## config.mk

```make
export PLATFORM = sky130hd
export DESIGN_NAME = uart_tx_scheduler
export DESIGN_NICKNAME = d
export VERILOG_FILES = /design/src/rtl/uart_tx_scheduler.sv
export SDC_FILE = /design/constraint.sdc
export NUM_CORES = 1
export LEC_CHECK = 0
export CAP_MARGIN = 20
export CORE_MARGIN = 4
export CORE_UTILIZATION = 57
export DETAILED_ROUTE_END_ITERATION = 16
export DONT_BUFFER_PORTS = 1
export PLACE_DENSITY = 0.75
export RECOVER_POWER = 100
export SETUP_SLACK_MARGIN = 0.05
export SLEW_MARGIN = 20
export SYNTH_ARGS = -nofsm -noshare
export SYNTH_HDL_FRONTEND = slang
export SYNTH_SLANG_ARGS = --single-unit
```

## constraint.sdc

```tcl
create_clock -name clk -period 2.6 [get_ports clk]
set_input_delay 0.13 -clock clk [delete_from_list [all_inputs] [get_ports clk]]
set_output_delay 0.13 -clock clk [all_outputs]
set_load 0.03 [all_outputs]
```

## src/rtl/uart_tx_scheduler.sv

```systemverilog
// uart_tx_scheduler: queues bytes stored to TX_ADDR and hands them to the Uart one at a time, paced by uart_busy.
// Optional feature: define UART_TX_SCHED_CRLF_EN to expand every queued LF (8'h0A) into CR,LF.
module uart_tx_scheduler #(
    parameter int unsigned FIFO_DEPTH   = 16,
    parameter logic [31:0] TX_ADDR      = 32'h1001_0000,
    parameter logic [31:0] CTRL_ADDR    = 32'h1001_0004,
    parameter int unsigned BUSY_TIMEOUT = 4
) (
    input  logic                        clk,
    input  logic                        rst,
    input  logic [31:0]                 bus_address,
    input  logic [31:0]                 bus_write_data,
    input  logic                        bus_write_enable,
    input  logic                        uart_busy,
    output logic [7:0]                  uart_data,
    output logic                        uart_write_enable,
    output logic                        fifo_empty,
    output logic                        fifo_full,
    output logic [$clog2(FIFO_DEPTH):0] fifo_count,
    output logic                        overflow
);
    localparam int PTR_W = $clog2(FIFO_DEPTH);
    localparam int CNT_W = PTR_W + 1;
    localparam int TMR_W = $clog2(BUSY_TIMEOUT) + 1;
    localparam logic [CNT_W-1:0] DEPTH_C = CNT_W'(FIFO_DEPTH);

    typedef enum logic [1:0] {
        S_IDLE    = 2'd0,
        S_ISSUE   = 2'd1,
        S_WAIT_HI = 2'd2,
        S_WAIT_LO = 2'd3
    } state_t;

    state_t           state_q, state_d;
    logic [PTR_W-1:0] wr_ptr_q, wr_ptr_d;
    logic [PTR_W-1:0] rd_ptr_q, rd_ptr_d;
    logic [PTR_W-1:0] wr_ptr_inc;
    logic [CNT_W-1:0] count_q, count_d;
    logic [CNT_W-1:0] push_amt;
    logic             overflow_q, overflow_d;
    logic [7:0]       uart_data_q, uart_data_d;
    logic [TMR_W-1:0] timer_q, timer_d;
    logic [7:0]       mem_q [FIFO_DEPTH];

    logic tx_store, ctrl_store, flush, clr_ovf;
    logic push_two, push_fits, push_ok, drop;
    logic fifo_ready, timeout_hit, pop;
    logic unused_wdata;

    assign tx_store   = bus_write_enable && (bus_address == TX_ADDR);
    assign ctrl_store = bus_write_enable && (bus_address == CTRL_ADDR);
    assign flush      = ctrl_store && bus_write_data[1];
    assign clr_ovf    = ctrl_store && bus_write_data[0];
    assign unused_wdata = ^bus_write_data[31:8];

`ifdef UART_TX_SCHED_CRLF_EN
    assign push_two = (bus_write_data[7:0] == 8'h0A);
`else
    assign push_two = 1'b0;
`endif

    // Room is judged on the registered count only; a pop in the same cycle never makes room.
    assign push_fits = push_two ? (count_q <= (DEPTH_C - CNT_W'(2))) : (count_q < DEPTH_C);
    assign push_ok   = tx_store && !flush && push_fits;
    assign drop      = tx_store && !flush && !push_fits;
    assign push_amt  = push_ok ? (push_two ? CNT_W'(2) : CNT_W'(1)) : '0;
    assign wr_ptr_inc = wr_ptr_q + 1'b1;

    // A flush in this cycle suppresses the start of a new issue.
    assign fifo_ready  = (count_q != '0) && !flush;
    assign timeout_hit = (32'(timer_q) + 32'd2) >= 32'(BUSY_TIMEOUT);

    always_ff @(posedge clk) begin
        if (!rst) begin
            state_q <= S_IDLE;
        end else begin
            state_q <= state_d;
        end
    end

    always_comb begin
        state_d = state_q;
        case (state_q)
            S_IDLE:    if (fifo_ready) state_d = S_ISSUE;
            S_ISSUE:   state_d = S_WAIT_HI;
            S_WAIT_HI: if (uart_busy || timeout_hit) state_d = S_WAIT_LO;
            S_WAIT_LO: if (!uart_busy) state_d = S_IDLE;
            default:   state_d = S_IDLE;
        endcase
    end

    // The head byte is popped and latched on the edge entering ISSUE so it is stable under the pulse.
    always_comb begin
        uart_write_enable = (state_q == S_ISSUE);
        pop               = (state_q == S_IDLE) && fifo_ready;
    end

    always_comb begin
        wr_ptr_d    = wr_ptr_q;
        rd_ptr_d    = rd_ptr_q;
        count_d     = count_q;
        overflow_d  = overflow_q;
        uart_data_d = uart_data_q;
        timer_d     = '0;
        if (flush) begin
            wr_ptr_d = '0;
            rd_ptr_d = '0;
            count_d  = '0;
        end else begin
            wr_ptr_d = wr_ptr_q + PTR_W'(push_amt);
            if (pop) begin
                rd_ptr_d = rd_ptr_q + 1'b1;
            end
            count_d = count_q + push_amt - CNT_W'(pop);
        end
        if (pop) begin
            uart_data_d = mem_q[rd_ptr_q];
        end
        if (drop) begin
            overflow_d = 1'b1;
        end else if (clr_ovf) begin
            overflow_d = 1'b0;
        end
        if (state_q == S_WAIT_HI) begin
            timer_d = timer_q + 1'b1;
        end
    end

    always_ff @(posedge clk) begin
        if (!rst) begin
            wr_ptr_q    <= '0;
            rd_ptr_q    <= '0;
            count_q     <= '0;
            overflow_q  <= 1'b0;
            uart_data_q <= '0;
            timer_q     <= '0;
        end else begin
            wr_ptr_q    <= wr_ptr_d;
            rd_ptr_q    <= rd_ptr_d;
            count_q     <= count_d;
            overflow_q  <= overflow_d;
            uart_data_q <= uart_data_d;
            timer_q     <= timer_d;
        end
    end

    always_ff @(posedge clk) begin
        if (push_ok) begin
            if (push_two) begin
                mem_q[wr_ptr_q]   <= 8'h0D;
                mem_q[wr_ptr_inc] <= 8'h0A;
            end else begin
                mem_q[wr_ptr_q] <= bus_write_data[7:0];
            end
        end
    end

    assign uart_data  = uart_data_q;
    assign fifo_count = count_q;
    assign fifo_empty = (count_q == '0);
    assign fifo_full  = (count_q == DEPTH_C);
    assign overflow   = overflow_q;

endmodule

```

======== Word-level counts from Yosys, hierarchy flattened ========
Memory sizes are Yosys's and may differ from the RTL's. A register that Yosys moved wholly into a read port is not among the register bits.
Index checks and enable logic that the tools add are counted.
word-level totals
  memories ................................ 1
  output and inout bits ................... 17
  bits in registers ....................... 19
  bits of input ports ..................... 68
  memory bits (writable) .................. 128
operators by class
  mux-type cells .......................... 9
  order comparisons ....................... 2
  reduce and logical (&&, ||, !) cells .... 20
  $add $sub $neg .......................... 6
  bitwise operators ....................... 1
  equal/unequal tests ..................... 9
memory list
  name   words  bits a word  rd ports  clocked after Yosys merged registers in  write ports  RTL line  text
  mem_q  16     8            1         1                                        1            43        logic [7:0] mem_q [FIFO_DEPTH];
operators by type and width
  cell                                                                   number
  32-bit by 29-bit == test with 1-bit output, second input constant      2
  1-bit logical AND                                                      9
  2-bit case mux with 4 select lines                                     1
  2-bit two-way mux                                                      3
  2-bit inequality test, second input constant                           3
  5-bit by 1-bit adder with 5-bit output                                 1
  5-bit == test, second input constant                                   1
  5-bit logical NOT                                                      1
  5-bit < comparator, second input constant                              1
  1-bit two-way mux                                                      5
  5-bit nonzero test                                                     1
  5-bit by 1-bit subtractor with 5-bit output                            1
  3-bit by 2-bit adder with 4-bit output, second input constant          1
  4-bit by 1-bit adder with 4-bit output                                 1
  4-bit by 1-bit adder with 4-bit output, second input constant          1
  2-bit == test, second input constant                                   2
  4-bit by 3-bit >= comparator with 1-bit output, second input constant  1
  3-bit by 1-bit adder with 3-bit output, second input constant          1
  1-bit logical NOT                                                      3
  3-bit AND reduction                                                    1
  2-bit by 1-bit == test with 1-bit output, second input constant        1
  2-bit logical NOT                                                      1
  2-bit AND reduction                                                    1
  2-bit nonzero test                                                     1
  3 further kinds                                                        3

======== Longest topological paths before layout ========
Gate-level depths: netlist (run 1).
  depth in word-level cells ............... 9
  gate-level depth with buffers ........... 15

======== Worst setup path after synthesis (run 1) ========
OpenSTA, ideal clock, no wires.
  path type ............................... register -> register
  start ................................... reg count_q[3] (netlist: fifo_count[3])
  end ..................................... reg count_q[4] (netlist: fifo_count[4])
  library setup time ...................... 0.132 ns
  data required time ...................... 2.468 ns
  data arrival time ....................... 3.135 ns
  setup slack ............................. -0.666 ns
  stages on the path, launching flop included .. 16
  cell sequence ........................... dfxtp_1 > inv_1 > ha_1 > nor4b_2 > nor2b_1 > o31ai_4 > inv_1 > ha_1 > inv_1 > ha_1 > fa_1 > a21oi_1 > nor2_1 > nor2_1 > xnor2_1 > nor2_1
RTL lines
  element                                      RTL line  text
  from (decl)                                  38        logic [CNT_W-1:0] count_q, count_d;
  from (signal assigned)                       140       count_q <= count_d;
  5-bit nonzero test                           70        assign fifo_ready = (count_q != '0) && !flush;
  1-bit logical AND                            70
  1-bit logical AND                            95        pop = (state_q == S_IDLE) && fifo_ready;
  named net pop                                47        logic fifo_ready, timeout_hit, pop;
  5-bit by 1-bit subtractor with 5-bit output  114       count_d = count_q + push_amt - CNT_W'(pop);
The timed path passes the listed nets, and every way through them passes these cells.
A chain may end at the register's enable or synchronous reset.

======== Worst setup path after layout (run 1) ========
  start ................................... reg count_q[4] (netlist: fifo_count[4])
  end ..................................... mem mem_q[0][7], enable pin
between the ends
  longest elaborated chain between the ends .. 4
RTL lines
  element                                  RTL line  text
  5-bit < comparator                       63        assign push_fits = push_two ? (count_q <= (DEPTH_C - CNT_W'(2))) : (count_q < DEPTH_C);
  1-bit logical AND                        64        assign push_ok = tx_store && !flush && push_fits;
  1-bit two-way mux                        148       if (push_ok) begin
  1-bit two-way mux (implied by the code)  153       mem_q[wr_ptr_q] <= bus_write_data[7:0];
  to (decl)                                43
Every way passes these cells.

==> results of run 1 <==
-- worst paths after layout --
kind                                                from                      end  slack [ns]  cells past startpoint
worst min-delay path                   bus_write_data[1]  state_q[1]$_SDFFE_PN0P_        0.01                      2
worst max register to register  fifo_count[4]$_SDFF_PP0_    mem_q[0][7]$_DFFE_PP_        0.19                      5
worst min register to register     timer_q[0]$_SDFF_PN0_    timer_q[0]$_SDFF_PN0_        0.42                      1
worst max-delay path            fifo_count[4]$_SDFF_PP0_    mem_q[0][7]$_DFFE_PP_        0.19                      5
-- power breakdown --
group	total (mW)	leakage (nW)	internal [mW]	switching, mW
Combinational	1.74	0.795	0.825	0.914
Sequential	2.97	1.37	2.79	0.174
Clock	2.66	0.306	1.70	0.958
-- timing repair --
item                                   in CTS  in global routing
resized for setup                           0                  8
endpoints found under the hold margin     147                  0
buffers inserted                            0                  1
hold buffers                               12                  0
setup endpoints to repair                   0                  1
-- area by class of cell --
class                   count  area, µm²
clock buffers              17        425
clock inverters            14        221
fillers                   729       3420
inverters                  11       46.3
multi-input cells         179       1950
flip-flops and latches    155       4390
well taps                 140        175
repair buffers             48        300
-- routing by layer --
layer	up-vias	part of all wire [%]
li1	1538	-
met1	1701	37
met2	137	51
met3	36	7.8
met4	0	3.6
met5	-	0
-- per-stage QoR --
| stage | hold WS, ns | utilization (%) | total power, mW |
|---|---|---|---|
| 2_1_floorplan | 0.229 | - | 4.28 |
| 3_3_place_gp | 0.230 | 62.4 | 4.64 |
| 3_5_place_dp | 0.230 | 62.4 | 4.71 |
| 4_1_cts | 0.00314 | 69.5 | 7.42 |
| 5_1_grt | 0.0292 | 68.7 | 7.74 |
| 6_report | 0.0144 | 68.7 | 7.36 |
-- registers in the layout, summed over array words and instances (netlist names) --
register / count
mem_q: 128
uart_data: 8
fifo_count: 5
rd_ptr_q: 4
wr_ptr_q: 4
timer_q: 3
state_q: 2
overflow: 1
-- Yosys cell counts (all sizes together), types with 2 or more instances --
master	number
nand3b	2
o21ai	3
nand3	4
or3	2
inv	11
buf	12
and3	5
mux2i	10
ha	14
nor2b	9
nor2	24
a22o	8
edfxtp	128
o31ai	2
nor3	4
clkbuf	5
a211oi	8
nand2b	2
nor4	6
dfxtp	27
xor2	3
mux4	32
nor4b	5
nand2	5
a21oi	13
nand4	2
xnor2	5
-- cells by family after synthesis --
group / synth area share, %
muxes: 12.8
and+or+nand+nor: 8.25
AOI/OAI and AO/OA: 4.77
buffers and inverters: 1.91
adders and majority gates: 3.04
xor gates and xnor gates: 1.09
DFF: 68.2
==> results.md, run 1 <==
- Ranking of synthesized cells by area: edfxtp_1, mux4_2, dfxtp_1
- Die ar.: approximately 0.013 mm²
- Period minus WS final: ~2.4 ns
- Worst path cell trace: nor4_1 > clkbuf_1 > or3b_4 > nor3_2 > clkbuf_1
- Yosys reg bits: 155
- Slew Limit Fails: 0
- Yosys top cell area share: between 50% and 60%
- PD cells: 980 mW/mm²
- Post-synth EDFFs: about 130
- First-pass GRT wire length: ~20 mm
- LEAKAGE: 2.47 nW
- Worst-Margin Slew: 0.708 ns
- Num rows: 38
- Finished Layout Cells: 564
- CTS Sinks: approximately 160
- Dpl ws: -0.0316 ns
- Avg WL per Cell: about 22 µm
- DRT iter0 DRCs: between 200 and 250
- Final hold viol count: 0
- Post-DP HPWL: ~8 mm
- Port bufs: 0
- M1 GR Usage: 25.0%
- Number of nets with antenna violations after routing: 0
- Relative slew slack: a little over half
- First-pass detailed-route iteration total: 4
- Worst path max stage delay: between 0.4 and 0.5 ns
- TritonCTS clock tree: built
- CTS max path bufs: 2
- Final Cell Area: between 0.007 and 0.008 mm²
- DIE HEIGHT: approximately 110 µm
- Antenna Cells: 0
- WS Path Type: register to register
- Crit. End Element: register
- Initial core utilization: about three fifths
- Worst setup margin: ~0.19 ns
- Number of CTS-inserted buffers: 17
- Remaining Overflow, GRT: 0
- Root Driver: clkbuf_16
- GR Layer Usage met3: under 10%
- Sequential area share after synthesis: between 60% and 70%
- # DRC: 0
- FFs w/ async S/R, synth: 0%
- Outcome: complete, no violations
- Setup Skew: approximately 0.01 ns
- Yosys Warn Count: 0
- Final Cycle Share: 92.8%
- Mapped Area: about 0.0064 mm²
- VDD IR-drop max: just over 600 µV
- Layout cells sized above 1: a little under a quarter
- Die W: roughly 110 µm
- Mapped Cells: 362
- Largest net degree at the start of global routing: 26
- Reg clk slew, reported paths: around 0.06 ns
- Sum Neg Setup Slack: 0 ns
- Vias in the first global route: about 3700
- Initial antenna violation count: 0
- All-layer global routing usage: about a fifth
- Hold WC Path Type: primary input to register
- Clock Latency Late Sink: roughly 0.42 ns
- Io pins: between 80 and 90
- Syn_nets: ~450
- Cell family with most CP delay: simple AND/OR/NAND/NOR gates
- Top cell type by total area after synthesis: edfxtp_1
- Core Region: between 0.01 and 0.015 mm²
- Prevailing post-synth register cell: edfxtp_1
- Fmax: 0.414 GHz
- DP Area: 0.00683 mm²
- Worst path bufs/invs: 2
- Placed Instances: 520
- Crit Path Max Fanout: 8
- CP Data Arrival Time: 2.47 ns
- RSZ-0062 raised after global routing: no
- Commonest non-fill, non-tap cell in the layout: edfxtp_1
- Setup violators final: 0
- Startpoint Class: register
- Met2 usage: between 30 and 40%
- Mean Syn Cell Area: ~18 µm²
- # H-tree levels: 4
- Gpl congestion: around 0.76
- Final nets: approximately 500
- Number of max-cap violations: 0
- Worst path slowest cell: nor4_1
- Layout area overhead: 16.8%
- Vias: approximately 3400
- Via-to-Cell Ratio: 6.05
- Post-Route WL: between 10 and 15 mm
- Critical Path Most Common Cell: clkbuf_1
- Most frequent cells in the layout: edfxtp_1, mux4_2, dfxtp_1
- Worst Path Required: 2.65 ns
- Synth cell types: between 40 and 50
- GRT busiest layer: met2
Power figures use the tool's default switching activity.
==> run 2, diff against run 1 <==
CORE_UTILIZATION = 62   (was 57)
PLACE_DENSITY = 0.78   (was 0.75)
clock period = 2.3 ns   (was 2.6 ns; I/O delays follow)
==> results.md, run 2 (synthesized netlist as in run 1, its figures left out) <==
- Max FFs per register: 128 (unchanged)
- Reg clk slew, reported paths: 0.06 ns (about the same)
- Worst path slowest cell: dfxtp_4
- Layout area overhead: 19.0%
- Initial core utilization: 64.6% (+5.8 points)
- PD cells: 1050 mW/mm² (+6.9%)
- Gpl congestion: 0.766 (+0.27%)
- Vias in the first global route: 3910 (+6.6%)
- # H-tree levels: 4 (unchanged)
- Post-DP HPWL: 8.37 mm (+4.5%)
- Worst setup margin: -0.0820 ns (-0.269 ns)
- Setup violators final: 1 (+1)
- Layout cells sized above 1: 31.7% (+8.2 points)
- Die W: 110 µm (-3.8%)
- DRT iter0 DRCs: 306 (+27%)
- Relative slew slack: 46.8% (-5.8 points)
- DIE HEIGHT: 110 µm (-3.8%)
- Final nets: 509 (+2.8%)
- Finished Layout Cells: 572 (+1.4%)
- Post-Route WL: 13.2 mm (+7.0%)
- Hold slack final: 0.107 ns (+0.0922 ns)
- Final Cycle Share: 104% (+11 points)
- Vias: 3537 (+3.7%)
- Via-to-Cell Ratio: 6.18 (+2.2%)
- Most frequent cells in the layout: edfxtp_1, buf_4, mux4_2
- CP Data Arrival Time: 2.80 ns (+0.33 ns)
- Crit Path Max Fanout: 2 (-6)
- Worst-Margin Slew: 0.797 ns (+0.0895 ns)
- Port bufs: 0 (unchanged)
- Io pins: 85 (unchanged)
- LEAKAGE: 2.59 nW (+4.8%)
- CTS Sinks: 155 (unchanged)
- Number of max-cap violations: 0 (unchanged)
- Worst path cell trace: inv_4 > ha_4 > nor4b_4 > nor2b_2 > o31ai_4 > inv_2 > ha_4 > inv_2 > ha_4 > fa_2 > a21oi_2 > nor2_1 > nor2_1 > xnor2_1 > nor2_1
- Worst path max stage delay: 0.35 ns (-0.11 ns)
- Avg WL per Cell: 23.1 µm (+5.6%)
- RSZ-0062 raised after global routing: yes
- Core Region: 0.00995 mm² (-9.0%)
- Hold WC Path Type: primary input to register
- CTS max path bufs: 2 (unchanged)
- VDD IR-drop max: 917 µV (+51%)
- # DRC: 0 (unchanged)
- Setup Skew: 0.0108 ns (+0.000703 ns)
- Initial antenna violation count: 1 (+1)
- Most flops, register: mem_q
- Number of CTS-inserted buffers: 17 (unchanged)
- Period minus WS final: 2.38 ns (-0.0305 ns)
- Violated checks: setup timing
- All-layer global routing usage: 24.6% (+3.9 points)
- First-pass detailed-route iteration total: 6 (+2)
- Number of nets with antenna violations after routing: 0 (unchanged)
- Placed Instances: 525 (+0.96%)
- Worst Path Required: 2.72 ns (+0.07 ns)
- Fmax: 0.420 GHz (+1.3%)
- Final hold viol count: 0 (unchanged)
- Slew Limit Fails: 0 (unchanged)
- First-pass GRT wire length: 20.8 mm (+5.9%)
- Num rows: 36 (-5.3%)
- Clock Latency Late Sink: 0.53 ns (+0.11 ns)
- Commonest non-fill, non-tap cell in the layout: edfxtp_1
- Remaining Overflow, GRT: 0 (unchanged)
- Outcome: complete, but fails checks
- TritonCTS clock tree: built
- Crit. End Element: register
- Die ar.: 0.0121 mm² (-7.5%)
- Startpoint Class: register
- Largest net degree at the start of global routing: 34 (+31%)
- Root Driver: clkbuf_8
- WS Path Type: register to register
[run 2: changes by cell type in the layout (fill, tap and decap cells not counted), moves of 4 or more]
cell / delta
buf_4: +33
bufinv_16: -5
clkbuf_1: -16
clkinv_4: -4
[run 2: per-layer routing]
layer | vias to the layer above | global-route usage (%) | wire (µm)
met4 | 0 | 10.7 | 291
met5 | - | 0 | 0
met2 | 161 | 41.1 | 6910
li1 | 1570 | - | -
met1 | 1783 | 30.5 | 5080
met3 | 23 | 6.22 | 932
[run 2: final timing paths]
check	start	to	slack [ns]	depth (start not counted)
max	fifo_count[2]$_SDFF_PP0_	fifo_count[4]$_SDFF_PP0_	-0.08	15
min	bus_address[2]	rd_ptr_q[0]$_SDFFE_PP0P_	0.11	4
max reg2reg	fifo_count[2]$_SDFF_PP0_	fifo_count[4]$_SDFF_PP0_	-0.08	15
min reg2reg	timer_q[0]$_SDFF_PN0_	timer_q[0]$_SDFF_PN0_	0.43	1
[run 2: through the flow]
step	worst slack [ns]	area [µm²]	TNS (ns)	power (mW)	util, %
global placement	-0.151	6960	-0.151	5.39	70.0
CTS	-0.0672	7660	-0.0672	8.06	76.9
global route	-0.167	7650	-0.441	8.38	76.9
finish	-0.0820	7650	-0.0820	8.02	76.9
floorplan	-0.490	6490	-1.15	4.90	-
detailed placement	-0.272	6960	-0.571	5.46	70.0
[run 2: critical path, delay by kind of cell, from the launching register on]
| kind | cells | cell delay [ns] |
|---|---|---|
| fa+ha+maj | 4 | 0.90 |
| simple gates | 5 | 0.53 |
| flops | 1 | 0.35 |
| compound gates | 2 | 0.21 |
| buf+inv | 3 | 0.17 |
| xor+xnor | 1 | 0.13 |
[run 2: timing repair]
item                                    in CTS  in global routing
buffers inserted                             2                  1
pin swaps                                    2                  1
gates resized for setup                      4                  1
hold buffers                                12                  0
endpoints found under the hold margin      155                  0
endpoints found under the setup margin       2                  3
[run 2: final cells by class]
type                       count  area (µm²)
sequential                   155        4390
fill                         566        2300
multi-input combinational    179        1990
timing repair buffer          62         510
clock buffer                  21         470
tap                          133         166
clock inverter                10        66.3
inverter                      11        46.3
antenna                        1        2.50
[run 2: report_power, final]
part | total [mW] | internal (mW) | leakage [nW] | switching, mW
Clock | 2.48 | 1.43 | 0.253 | 1.04
Sequential | 3.34 | 3.16 | 1.37 | 0.181
Combinational | 2.20 | 1.09 | 0.965 | 1.11
==> run 3, diff against run 2 <==
BUFFER_PORTS_ARGS = -buffer_cell sky130_fd_sc_hd__buf_2   (was unset)
CAP_MARGIN = unset   (was 20)
CORE_UTILIZATION = 57   (was 62)
DONT_BUFFER_PORTS = unset   (was 1)
PLACE_DENSITY = 0.79   (was 0.78)
==> results.md, run 3 (synthesized netlist as in run 1, its figures left out) <==
- RSZ-0062 raised after global routing: yes
- VDD IR-drop max: 881 µV (-4.0%)
- WS Path Type: register to register
- Net Sw Power: 2.42 mW (+3.7%)
- Initial core utilization: 58.8% (-5.8 points)
- # DRC: 0 (unchanged)
- Post-Route WL: 12.7 mm (-4.3%)
- Hold WC Path Type: primary input to register
- Finished Layout Cells: 621 (+8.6%)
- Reg-to-Reg Start: fifo_count[2]$_SDFF_PP0_
- Clock Latency Late Sink: 0.42 ns (-0.11 ns)
- Remaining Overflow, GRT: 0 (unchanged)
- Worst setup margin: -0.0878 ns (-0.00570 ns)
- LEAKAGE: 2.65 nW (+2.2%)
- Number of nets with antenna violations after routing: 0 (unchanged)
- # H-tree levels: 4 (unchanged)
- Slew Limit Fails: 0 (unchanged)
- Worst Path Required: 2.62 ns (-0.10 ns)
- Final nets: 551 (+8.3%)
- Outcome: complete, but fails checks
- Via-to-Cell Ratio: 5.86 (-5.2%)
- # fillers: 709 (+25%)
- Cell family with most CP delay: adder cells
- Placed Instances: 584 (+11%)
- DP Area: 0.00721 mm² (+3.6%)
- Final hold viol count: 0 (unchanged)
- Worst r2r path cells: 15 (unchanged)
- Sequential power share: 39.6% (-2.1 points)
- Number of max-cap violations: 0 (unchanged)
- Violated checks: setup timing
- DRT iter0 DRCs: 252 (-18%)
- Cell-internal power: 5.99 mW (+5.3%)
- Root Driver: clkbuf_16
- Hold path start: rst
- Die ar.: 0.0130 mm² (+8.1%)
- Antenna Cells: 0 (-1)
- Net Sw Frac: 28.7% (-0.31 points)
- Fmax: 0.419 GHz (-0.24%)
- Most frequent cells in the layout: edfxtp_1, clkbuf_1, buf_2
- Setup violators final: 2 (+1)
- PD cells: 1080 mW/mm² (+3.3%)
- Worst path bufs/invs: 3 (unchanged)
- Commonest non-fill, non-tap cell in the layout: edfxtp_1
- Port bufs: 60 (+60)
- Gpl congestion: 0.768 (+0.17%)
- Number of CTS-inserted buffers: 17 (unchanged)
- R2R Setup Slk: -0.09 ns (about the same)
- Crit. End Element: register
- Setup Skew: 0.00614 ns (-0.00464 ns)
- Max FFs per register: 128 (unchanged)
- CP Data Arrival Time: 2.71 ns (-0.09 ns)
- Final Util: 71.0% (-5.9 points)
- First-pass GRT wire length: 20.6 mm (-0.93%)
- Reg-to-reg critical path endpoint: fifo_count[4]$_SDFF_PP0_
- CTS max path bufs: 2 (unchanged)
- Final Cycle Share: 104% (+0.25 points)
- Layout area overhead: 20.8%
- Period minus WS final: 2.39 ns (+0.00570 ns)
- DIE HEIGHT: 114 µm (+4.0%)
- Worst Hold End: state_q[0]$_SDFFE_PN0P_
- Avg WL per Cell: 20.4 µm (-12%)
- CTS Sinks: 155 (unchanged)
- Most flops, register: mem_q
- Num rows: 38 (+5.6%)
- Clock power frac: 32.7% (+1.8 points)
- Die W: 114 µm (+4.0%)
- Layout cells sized above 1: 33.3% (+1.5 points)
- Logic pwr share: 27.7% (+0.3 points)
- Worst path max stage delay: 0.36 ns (about the same)
- Io pins: 85 (unchanged)
- Hold slack final: 0.0479 ns (-0.0587 ns)
- Vias in the first global route: 3872 (-0.97%)
- Initial antenna violation count: 0 (-1)
- Worst hold path cell count: 2 (-2)
- Worst path slowest cell: fa_2
- Startpoint Class: register
- Worst path cell trace: inv_4 > ha_4 > nor4b_4 > nor2b_2 > o31ai_4 > inv_2 > ha_4 > inv_2 > ha_4 > fa_2 > a21oi_2 > nor2_1 > nor2_1 > xnor2_1 > nor2_1
- Post-DP HPWL: 8.36 mm (-0.14%)
- Relative slew slack: 33.5% (-13 points)
- Largest net degree at the start of global routing: 28 (-18%)
- Crit Path Max Fanout: 2 (unchanged)
- Vias: 3642 (+3.0%)
- Reg clk slew, reported paths: 0.06 ns (about the same)
- All-layer global routing usage: 21.7% (-2.9 points)
- First-pass detailed-route iteration total: 5 (-1)
- Sum Neg Setup Slack: -0.104 ns (-0.0218 ns)
- TritonCTS clock tree: built
- Worst-Margin Slew: 0.996 ns (+0.199 ns)
- Final Cell Area: 0.00776 mm² (+1.5%)
- Core Region: 0.0109 mm² (+9.9%)
[run 3: cell types whose count changed in the layout (fill, tap and decap cells not counted), sizes merged]
cell / delta
bufinv: +2
clkbuf: +37
inv: +1
dlygate4sd3: -11
buf: +14
diode: -1
[run 3: area by class of cell]
cell class                      instances  area, µm²  share of cell area, %
Clock buffer                           19        453                   5.83
Clock inverter                         13        143                   1.84
Tap cell                              140        175                   2.26
Timing Repair Buffer                  104        567                   7.30
Inverter                               11       46.3                  0.596
Multi-Input combinational cell        179       1990                   25.6
Sequential cell                       155       4390                   56.6
[run 3: worst max path at each step]
| stage | startpoint | to | slack [ns] | cells after the start |
|---|---|---|---|---|
| final | fifo_count[2]$_SDFF_PP0_ | fifo_count[4]$_SDFF_PP0_ | -0.09 | 15 |
| after floorplan | fifo_count[2]$_SDFF_PP0_ | fifo_count[4]$_SDFF_PP0_ | -0.49 | 15 |
| after global routing | fifo_count[2]$_SDFF_PP0_ | fifo_count[4]$_SDFF_PP0_ | -0.23 | 15 |
| after detailed placement | bus_address[9] | fifo_count[4]$_SDFF_PP0_ | -0.34 | 14 |
| after CTS | fifo_count[2]$_SDFF_PP0_ | fifo_count[4]$_SDFF_PP0_ | -0.10 | 15 |
| after global placement | bus_address[9] | fifo_count[4]$_SDFF_PP0_ | -0.23 | 14 |
[run 3: per-layer routing]
| layer | vias up | global-route usage (%) | share of wire, % |
|---|---|---|---|
| met5 | - | 0 | 0 |
| met4 | 0 | 8.23 | 2.2 |
| met3 | 22 | 6.55 | 6.0 |
| met2 | 124 | 35.9 | 52 |
| met1 | 1849 | 27.1 | 39 |
| li1 | 1647 | - | - |
[run 3: repair_timing]
item | in CTS | in global routing
cloned | 0 | 0
endpoints found under the setup margin | 2 | 4
pin swaps | 5 | 0
buffers inserted | 4 | 0
endpoints found under the hold margin | 1 | 0
hold buffers | 1 | 0
resized for setup | 5 | 1
[run 3: power groups by stage]
stage	Clock, mW	Sequential [mW]	Combinational (mW)
after floorplan	0	3.45	1.44
after global placement	0	3.37	2.18
after detailed placement	0	3.38	2.26
after CTS	2.78	3.33	2.39
after global routing	2.95	3.34	2.55
final	2.75	3.33	2.33
[run 3: through the flow]
stage / worst slack [ns] / power (mW)
2_1_floorplan: -0.490 / 4.90
3_3_place_gp: -0.228 / 5.55
3_5_place_dp: -0.339 / 5.63
4_1_cts: -0.100 / 8.49
5_1_grt: -0.228 / 8.84
6_report: -0.0878 / 8.41
